<file path="config.mk">
export PLATFORM = sky130hd
export DESIGN_NAME = axi_dw_w_packer_flat
export DESIGN_NICKNAME = d
export VERILOG_FILES = /design/src/rtl/axi_dw_w_packer_if.sv /design/src/rtl/axi_dw_w_packer.sv /design/src/flat_wrapper.sv
export SDC_FILE = /design/constraint.sdc
export NUM_CORES = 1
export LEC_CHECK = 0
export BUFFER_PORTS_ARGS = -buffer_cell sky130_fd_sc_hd__buf_2
export CAP_MARGIN = 5
export CELL_PAD_IN_SITES_DETAIL_PLACEMENT = 1
export CELL_PAD_IN_SITES_GLOBAL_PLACEMENT = 2
export CORE_MARGIN = 2
export CORE_UTILIZATION = 42
export CTS_CLUSTER_SIZE = 12
export DETAILED_ROUTE_END_ITERATION = 16
export PLACE_DENSITY = 0.91
export REMOVE_ABC_BUFFERS = 1
export SETUP_SLACK_MARGIN = 0.3
export SLEW_MARGIN = 10
export SYNTH_ARGS = -nofsm -noshare
export SYNTH_HDL_FRONTEND = slang
export SYNTH_SLANG_ARGS = --single-unit
</file>
<file path="constraint.sdc">
create_clock -name clk_i -period 4.8 [get_ports clk_i]
set_input_delay 0.96 -clock clk_i [delete_from_list [all_inputs] [get_ports clk_i]]
set_output_delay 0.96 -clock clk_i [all_outputs]
set_load 0.05 [all_outputs]
</file>
<file path="src/rtl/axi_dw_w_packer_if.sv">
// axi_dw_w_packer_if: command, narrow W and wide W bundle for the W packer
interface axi_dw_w_packer_if #(
  parameter int unsigned SlvDataWidth = 32,
  parameter int unsigned MstDataWidth = 64,
  parameter int unsigned UserWidth    = 8
);
   localparam int unsigned SlvStrbW = SlvDataWidth / 8;
   localparam int unsigned MstStrbW = MstDataWidth / 8;
   localparam int unsigned OffW     = $clog2(MstStrbW);
   logic                    cmd_valid;
   logic                    cmd_ready;
   logic [OffW-1:0]         cmd_offset;
   logic [2:0]              cmd_size;
   logic [7:0]              cmd_len;
   logic                    cmd_fixed;
   logic [SlvDataWidth-1:0] slv_w_data;
   logic [SlvStrbW-1:0]     slv_w_strb;
   logic                    slv_w_last;
   logic [UserWidth-1:0]    slv_w_user;
   logic                    slv_w_valid;
   logic                    slv_w_ready;
   logic [MstDataWidth-1:0] mst_w_data;
   logic [MstStrbW-1:0]     mst_w_strb;
   logic                    mst_w_last;
   logic [UserWidth-1:0]    mst_w_user;
   logic                    mst_w_valid;
   logic                    mst_w_ready;
   logic                    err;
   modport slave (
      input  cmd_valid, cmd_offset, cmd_size, cmd_len, cmd_fixed,
      input  slv_w_data, slv_w_strb, slv_w_last, slv_w_user, slv_w_valid, mst_w_ready,
      output cmd_ready, slv_w_ready, mst_w_data, mst_w_strb, mst_w_last, mst_w_user, mst_w_valid, err
   );
   modport master (
      output cmd_valid, cmd_offset, cmd_size, cmd_len, cmd_fixed,
      output slv_w_data, slv_w_strb, slv_w_last, slv_w_user, slv_w_valid, mst_w_ready,
      input  cmd_ready, slv_w_ready, mst_w_data, mst_w_strb, mst_w_last, mst_w_user, mst_w_valid, err
   );
endinterface

</file>
<file path="src/rtl/axi_dw_w_packer.sv">
// axi_dw_w_packer: merges narrow W beats into registered wide W beats, one burst at a time.
// Optional WLAST consistency flag on err when AXI_DW_W_PACKER_LAST_CHECK_EN is defined.
module axi_dw_w_packer #(
  parameter int unsigned SlvDataWidth = 32,
  parameter int unsigned MstDataWidth = 64,
  parameter int unsigned UserWidth    = 8
) (
   input logic              clk_i,
   input logic              rst_ni,
   axi_dw_w_packer_if.slave bus
);
   localparam int unsigned SlvStrbW = SlvDataWidth / 8;
   localparam int unsigned MstStrbW = MstDataWidth / 8;
   localparam int unsigned OffW     = $clog2(MstStrbW);
   localparam int unsigned SlvOffW  = $clog2(SlvStrbW);
   typedef enum logic {IDLE, PACK} state_t;
   state_t                  state_q, state_d;
   logic [OffW-1:0]         off_q, step, nxt_off;
   logic [2:0]              size_q, size_c;
   logic [7:0]              cnt_q;
   logic                    fixed_q;
   logic [MstDataWidth-1:0] acc_data_q, mrg_data, out_data_q;
   logic [MstStrbW-1:0]     acc_strb_q, mrg_strb, out_strb_q;
   logic [UserWidth-1:0]    out_user_q;
   logic                    out_last_q, out_valid_q;
   logic                    cmd_hs, slv_hs, fin, emit;
   assign bus.cmd_ready   = state_q == IDLE;
   assign bus.slv_w_ready = state_q == PACK && (!out_valid_q || bus.mst_w_ready);
   assign bus.mst_w_data  = out_data_q;
   assign bus.mst_w_strb  = out_strb_q;
   assign bus.mst_w_last  = out_last_q;
   assign bus.mst_w_user  = out_user_q;
   assign bus.mst_w_valid = out_valid_q;
   assign cmd_hs  = bus.cmd_valid && bus.cmd_ready;
   assign slv_hs  = bus.slv_w_valid && bus.slv_w_ready;
   assign size_c  = bus.cmd_size > 3'(SlvOffW) ? 3'(SlvOffW) : bus.cmd_size;
   assign step    = OffW'(1) << size_q;
   // Align down to the beat size before stepping, so an unaligned start lands on the next natural lane.
   assign nxt_off = (off_q & ~(step - 1'b1)) + step;
   assign fin     = cnt_q == 8'd0;
   assign emit    = fixed_q || nxt_off == '0 || fin;
   always_comb begin
      mrg_data = acc_data_q;
      mrg_strb = acc_strb_q;
      for (int unsigned i = 0; i < MstStrbW; i++)
         if (i / SlvStrbW == 32'(off_q >> SlvOffW) && bus.slv_w_strb[i % SlvStrbW]) begin
            mrg_data[8*i +: 8] = bus.slv_w_data[8*(i % SlvStrbW) +: 8];
            mrg_strb[i] = 1'b1;
         end
   end
   always_comb begin
      state_d = state_q;
      if (cmd_hs) state_d = PACK;
      if (slv_hs && fin) state_d = IDLE;
   end
   always_ff @(posedge clk_i or negedge rst_ni)
      if (!rst_ni) state_q <= IDLE;
      else state_q <= state_d;
   always_ff @(posedge clk_i or negedge rst_ni)
      if (!rst_ni) begin
         off_q       <= '0;
         size_q      <= '0;
         cnt_q       <= '0;
         fixed_q     <= 1'b0;
         acc_data_q  <= '0;
         acc_strb_q  <= '0;
         out_data_q  <= '0;
         out_strb_q  <= '0;
         out_last_q  <= 1'b0;
         out_user_q  <= '0;
         out_valid_q <= 1'b0;
      end else begin
         if (out_valid_q && bus.mst_w_ready) out_valid_q <= 1'b0;
         if (cmd_hs) begin
            off_q      <= bus.cmd_offset;
            size_q     <= size_c;
            cnt_q      <= bus.cmd_len;
            fixed_q    <= bus.cmd_fixed;
            acc_data_q <= '0;
            acc_strb_q <= '0;
         end
         if (slv_hs) begin
            off_q <= fixed_q ? off_q : nxt_off;
            cnt_q <= cnt_q - 8'd1;
            acc_data_q <= emit ? '0 : mrg_data;
            acc_strb_q <= emit ? '0 : mrg_strb;
            if (emit) begin
               out_data_q  <= mrg_data;
               out_strb_q  <= mrg_strb;
               out_last_q  <= fin;
               out_user_q  <= bus.slv_w_user;
               out_valid_q <= 1'b1;
            end
         end
      end
`ifdef AXI_DW_W_PACKER_LAST_CHECK_EN
   logic err_q;
   assign bus.err = err_q;
   always_ff @(posedge clk_i or negedge rst_ni)
      if (!rst_ni) err_q <= 1'b0;
      else if (slv_hs && bus.slv_w_last != fin) err_q <= 1'b1;
`else
   assign bus.err = 1'b0;
`endif
endmodule
</file>
<file path="src/flat_wrapper.sv">
// flat-port wrapper written by rule: the top's interface ports become plain ports
module axi_dw_w_packer_flat 
#(
  parameter int unsigned SlvDataWidth = 32,
  parameter int unsigned MstDataWidth = 64,
  parameter int unsigned UserWidth    = 8
)
  (clk_i, rst_ni, bus_cmd_valid, bus_cmd_offset, bus_cmd_size, bus_cmd_len, bus_cmd_fixed, bus_slv_w_data, bus_slv_w_strb, bus_slv_w_last, bus_slv_w_user, bus_slv_w_valid, bus_mst_w_ready, bus_cmd_ready, bus_slv_w_ready, bus_mst_w_data, bus_mst_w_strb, bus_mst_w_last, bus_mst_w_user, bus_mst_w_valid, bus_err);
  axi_dw_w_packer_if #(.SlvDataWidth(SlvDataWidth), .MstDataWidth(MstDataWidth), .UserWidth(UserWidth)) bus_i ();
  input logic clk_i;
  input logic rst_ni;
  input wire logic [$bits(bus_i.cmd_valid)-1:0] bus_cmd_valid;
  input wire logic [$bits(bus_i.cmd_offset)-1:0] bus_cmd_offset;
  input wire logic [$bits(bus_i.cmd_size)-1:0] bus_cmd_size;
  input wire logic [$bits(bus_i.cmd_len)-1:0] bus_cmd_len;
  input wire logic [$bits(bus_i.cmd_fixed)-1:0] bus_cmd_fixed;
  input wire logic [$bits(bus_i.slv_w_data)-1:0] bus_slv_w_data;
  input wire logic [$bits(bus_i.slv_w_strb)-1:0] bus_slv_w_strb;
  input wire logic [$bits(bus_i.slv_w_last)-1:0] bus_slv_w_last;
  input wire logic [$bits(bus_i.slv_w_user)-1:0] bus_slv_w_user;
  input wire logic [$bits(bus_i.slv_w_valid)-1:0] bus_slv_w_valid;
  input wire logic [$bits(bus_i.mst_w_ready)-1:0] bus_mst_w_ready;
  output wire logic [$bits(bus_i.cmd_ready)-1:0] bus_cmd_ready;
  output wire logic [$bits(bus_i.slv_w_ready)-1:0] bus_slv_w_ready;
  output wire logic [$bits(bus_i.mst_w_data)-1:0] bus_mst_w_data;
  output wire logic [$bits(bus_i.mst_w_strb)-1:0] bus_mst_w_strb;
  output wire logic [$bits(bus_i.mst_w_last)-1:0] bus_mst_w_last;
  output wire logic [$bits(bus_i.mst_w_user)-1:0] bus_mst_w_user;
  output wire logic [$bits(bus_i.mst_w_valid)-1:0] bus_mst_w_valid;
  output wire logic [$bits(bus_i.err)-1:0] bus_err;
  assign bus_i.cmd_valid = bus_cmd_valid;
  assign bus_i.cmd_offset = bus_cmd_offset;
  assign bus_i.cmd_size = bus_cmd_size;
  assign bus_i.cmd_len = bus_cmd_len;
  assign bus_i.cmd_fixed = bus_cmd_fixed;
  assign bus_i.slv_w_data = bus_slv_w_data;
  assign bus_i.slv_w_strb = bus_slv_w_strb;
  assign bus_i.slv_w_last = bus_slv_w_last;
  assign bus_i.slv_w_user = bus_slv_w_user;
  assign bus_i.slv_w_valid = bus_slv_w_valid;
  assign bus_i.mst_w_ready = bus_mst_w_ready;
  assign bus_cmd_ready = bus_i.cmd_ready;
  assign bus_slv_w_ready = bus_i.slv_w_ready;
  assign bus_mst_w_data = bus_i.mst_w_data;
  assign bus_mst_w_strb = bus_i.mst_w_strb;
  assign bus_mst_w_last = bus_i.mst_w_last;
  assign bus_mst_w_user = bus_i.mst_w_user;
  assign bus_mst_w_valid = bus_i.mst_w_valid;
  assign bus_err = bus_i.err;
  axi_dw_w_packer #(.SlvDataWidth(SlvDataWidth), .MstDataWidth(MstDataWidth), .UserWidth(UserWidth)) u_core (.clk_i(clk_i), .rst_ni(rst_ni), .bus(bus_i));
endmodule
</file>
==> impl_metrics.csv <==
group,metric,value,unit
floorplan,pin_count,150,
detailed_routing,drtPass1Iterations,4,
min_path,hold_path_depth,1,
sta,period_needed,3630,ps
worst_setup_path,critPathLaunchType,"flop",
synthesis,yosysSeqAreaShare,53.2,%
layout,n_antenna_cell,0,
global_routing,overflow,0,
synthesis,yosysTopAreaCell,"dfrtp_1",
synthesis,async_reset_ff_share,100,%
worst_setup_path,crit_path_max_fanout,46,
outcome,outcome,"finished clean",
sta,whs,484,ps
cts,cts_setup_buffers,0,
cts,clk_latency,420,ps
floorplan,fp-row-count,50,
cts,cts_root_buffer,"clkbuf_16",
cts,clock-sinks,170,
worst_setup_path,timing.rr.start,"u_core.size_q[0]",
worst_setup_path,critPathMaxStageDelay,660,ps
floorplan,core,18700,um^2
power_and_ir_drop,power.density,736,nW/um^2
worst_setup_path,critical_path.most_common_cell,"mux2_4",
cts,ctsResizeCount,0,
place,dpl.hpwl,12.6,mm
layout,drive_above_1_share,49.0,%
detailed_routing,route.detailed.drc,0,
sta,worstMarginPinSlew,1090,ps
layout,fin_nets,761,
sta,max_slew_margin,27.2,%
floorplan,die_h,142,um
cts,clkTransAtPathRegs,60,ps
worst_setup_path,cp-end-kind,"flop",
worst_setup_path,reg2reg_slack,1170,ps
worst_setup_path,worstPathRequired,5100,ps
global_routing,antenna_found_initial,0,
cts,clockBufferDepth,2,
synthesis,synth_edf_count,0,
place,portBuffers,147,
place,place_ws,1100,ps
sta,hold_violations,0,
detailed_routing,wire_per_inst,20.1,um
global_routing,grt_max_degree,109,
detailed_routing,drt_iter0_drc,190,
worst_setup_path,rr_endpoint,"u_core.bus.mst_w_data[43]",
synthesis,syn_avg_cell_area,14.7,um^2
min_path,hold_path.class,"flop to flop",
cts,cts_made_buffers,17,
global_routing,grt_pass1_wl,31.3,mm
min_path,worstHoldEndpoint,"u_core.acc_strb_q[5]",
power_and_ir_drop,ir_drop,336,uV
synthesis,ys_types,52,
layout,layout_common_cells,"170 x dfrtp_1, 146 x buf_2, 77 x mux2_4, 65 x a22o_1, 64 x mux2_2",
synthesis,synth_cells,544,
worst_setup_path,worstPathCellList,"or3_2 > ha_1 > a41oi_1 > mux2_4 > o31a_2 > buf_4 > mux2_4",
min_path,min_from,"u_core.acc_strb_q[5]",
detailed_routing,antenna_left,0,
cts,cts.htree.levels,4,
layout,layout_commonest_cell,"dfrtp_1",
global_routing,gr-usage-all-layers,19.9,%
run,cap_violations,0,
detailed_routing,viasPerCell,5.44,
sta,worst_slack,1170,ps
synthesis,synth-seq-cells,170,
floorplan,start_util,42.8,%
floorplan,die_w,142,um
sta,rsz0062_at_grt,"no",
power_and_ir_drop,p_leak,4.73,nW
sta,fin_crit_sh,75.5,%
sta,drv_slew,0,
synthesis,synth.area.top_cells,"dfrtp_1 53%, mux2_4 14%, mux2_2 9.0%",
synthesis,synth_top_area_share,53.2,%
synthesis,synthFlopType,"dfrtp_1",
detailed_routing,dr_total_vias,5102,
global_routing,grt_pass1_vias,5727,
floorplan,dieArea,20200,um^2
worst_setup_path,r2r.worst_path.cells,7,
detailed_routing,routed_wl,18.9,mm
sta,fmaxAchievable,0.276,GHz
synthesis,ys.warnings.count,0,
worst_setup_path,cp_slowest_cell,"buf_4",
layout,fillers,1896,
sta,finalSetupViolations,0,
place,gp_congestion,0.744,
layout,syn2layout_area_growth,17.6,%
sta,skew,6.66,ps
cts,cts_tree,"done",
worst_setup_path,worstSetupPathType,"flop to flop",
synthesis,syn_area,8000,um^2
cts,cts_hold_buf,0,
worst_setup_path,cp.arrival,3930,ps
[sequential cells by signal (all words and copies together), names as in the netlist]
signal and cells:
u_core.acc_strb_q 8, u_core.bus.mst_w_user 8, u_core.bus.mst_w_data 64, u_core.size_q 3, u_core.fixed_q 1, u_core.cnt_q 8, u_core.bus.mst_w_valid 1, u_core.off_q 3
u_core.state_q 1, u_core.acc_data_q 64, u_core.bus.mst_w_strb 8, u_core.bus.mst_w_last 1
[cells in the mapped netlist (5+ instances only)]
| cell type | number |
|---|---|
| dfrtp_1 | 170 |
| mux2_4 | 77 |
| a22o_1 | 65 |
| mux2_2 | 64 |
| nand2_1 | 19 |
| nor2_1 | 16 |
| inv_1 | 9 |
| buf_12 | 8 |
| clkbuf_1 | 8 |
| o21a_1 | 8 |
| o21ai_0 | 8 |
| o31ai_2 | 7 |
| nand2b_1 | 6 |
| nor2b_1 | 6 |
| and2_1 | 5 |
[worst max path at each step]
| stage | depth (start not counted) | end | start |
|---|---|---|---|
| floorplan | 6 | u_core.bus.mst_w_data[0] | u_core.size_q[0] |
| global placement | 7 | u_core.acc_data_q[32] | bus_mst_w_ready |
| detailed placement | 7 | u_core.acc_data_q[38] | bus_mst_w_ready |
| CTS | 7 | u_core.bus.mst_w_data[43] | u_core.size_q[0] |
| global route | 8 | u_core.bus.mst_w_data[25] | u_core.size_q[0] |
| finish | 7 | u_core.bus.mst_w_data[43] | u_core.size_q[0] |
[layout make-up]
cell class / instances / area (um^2) / share of cell area, %
multi-input combinational: 340 / 3440 / 36.6
timing repair buffer: 154 / 807 / 8.58
tap: 234 / 293 / 3.11
sequential: 170 / 4250 / 45.2
inverter: 9 / 33.8 / 0.359
clock inverter: 7 / 90.1 / 0.957
clock buffer: 24 / 492 / 5.23
[power by group]
part	internal (mW)	total, mW	switching, mW	leakage [nW]
Clock	0.817	1.37	0.554	0.282
Combinational	1.32	3.33	2.01	2.19
Sequential	1.91	2.22	0.306	2.26
Total	4.05	6.92	2.87	4.73
[logic make-up after synthesis]
logic type	after synthesis	synth area share [%]
buf+inv	34	3.85
mux	145	24.0
fa+ha+maj	4	0.626
simple gates	79	6.51
xor+xnor	2	0.219
other cells	1	0.0469
compound gates	109	11.6
flops	170	53.2
[per-layer routing]
layer  vias to the layer above  routed length (um)  global-route usage, %
li1                       2321                   -                      -
met4                         0                 361                   7.26
met3                        27                 770                   4.54
met1                      2647                8350                   25.3
met2                       107                9400                   33.2
met5                         -                   0                      0
[metrics by stage]
step	area (um^2)	TNS (ps)	power [mW]	std cells	utilization (%)
2_1_floorplan	7730	-71170	4.89	519	-
3_3_place_gp	8830	0	5.45	907	47.2
3_5_place_dp	8830	0	5.59	907	47.2
4_1_cts	9410	0	7.00	938	50.3
5_1_grt	9410	0	7.30	938	50.3
6_report	9410	0	6.92	938	50.3
[critical path: cells and delay by family (launching register included)]
family	cells	cell delay, ps
DFF	1	470
and+or+nand+nor	1	510
muxes	2	900
adders and majority gates	1	310
AOI/OAI and AO/OA	2	600
buffers and inverters	1	660
Note: power is estimated with default switching activity, not from simulation.
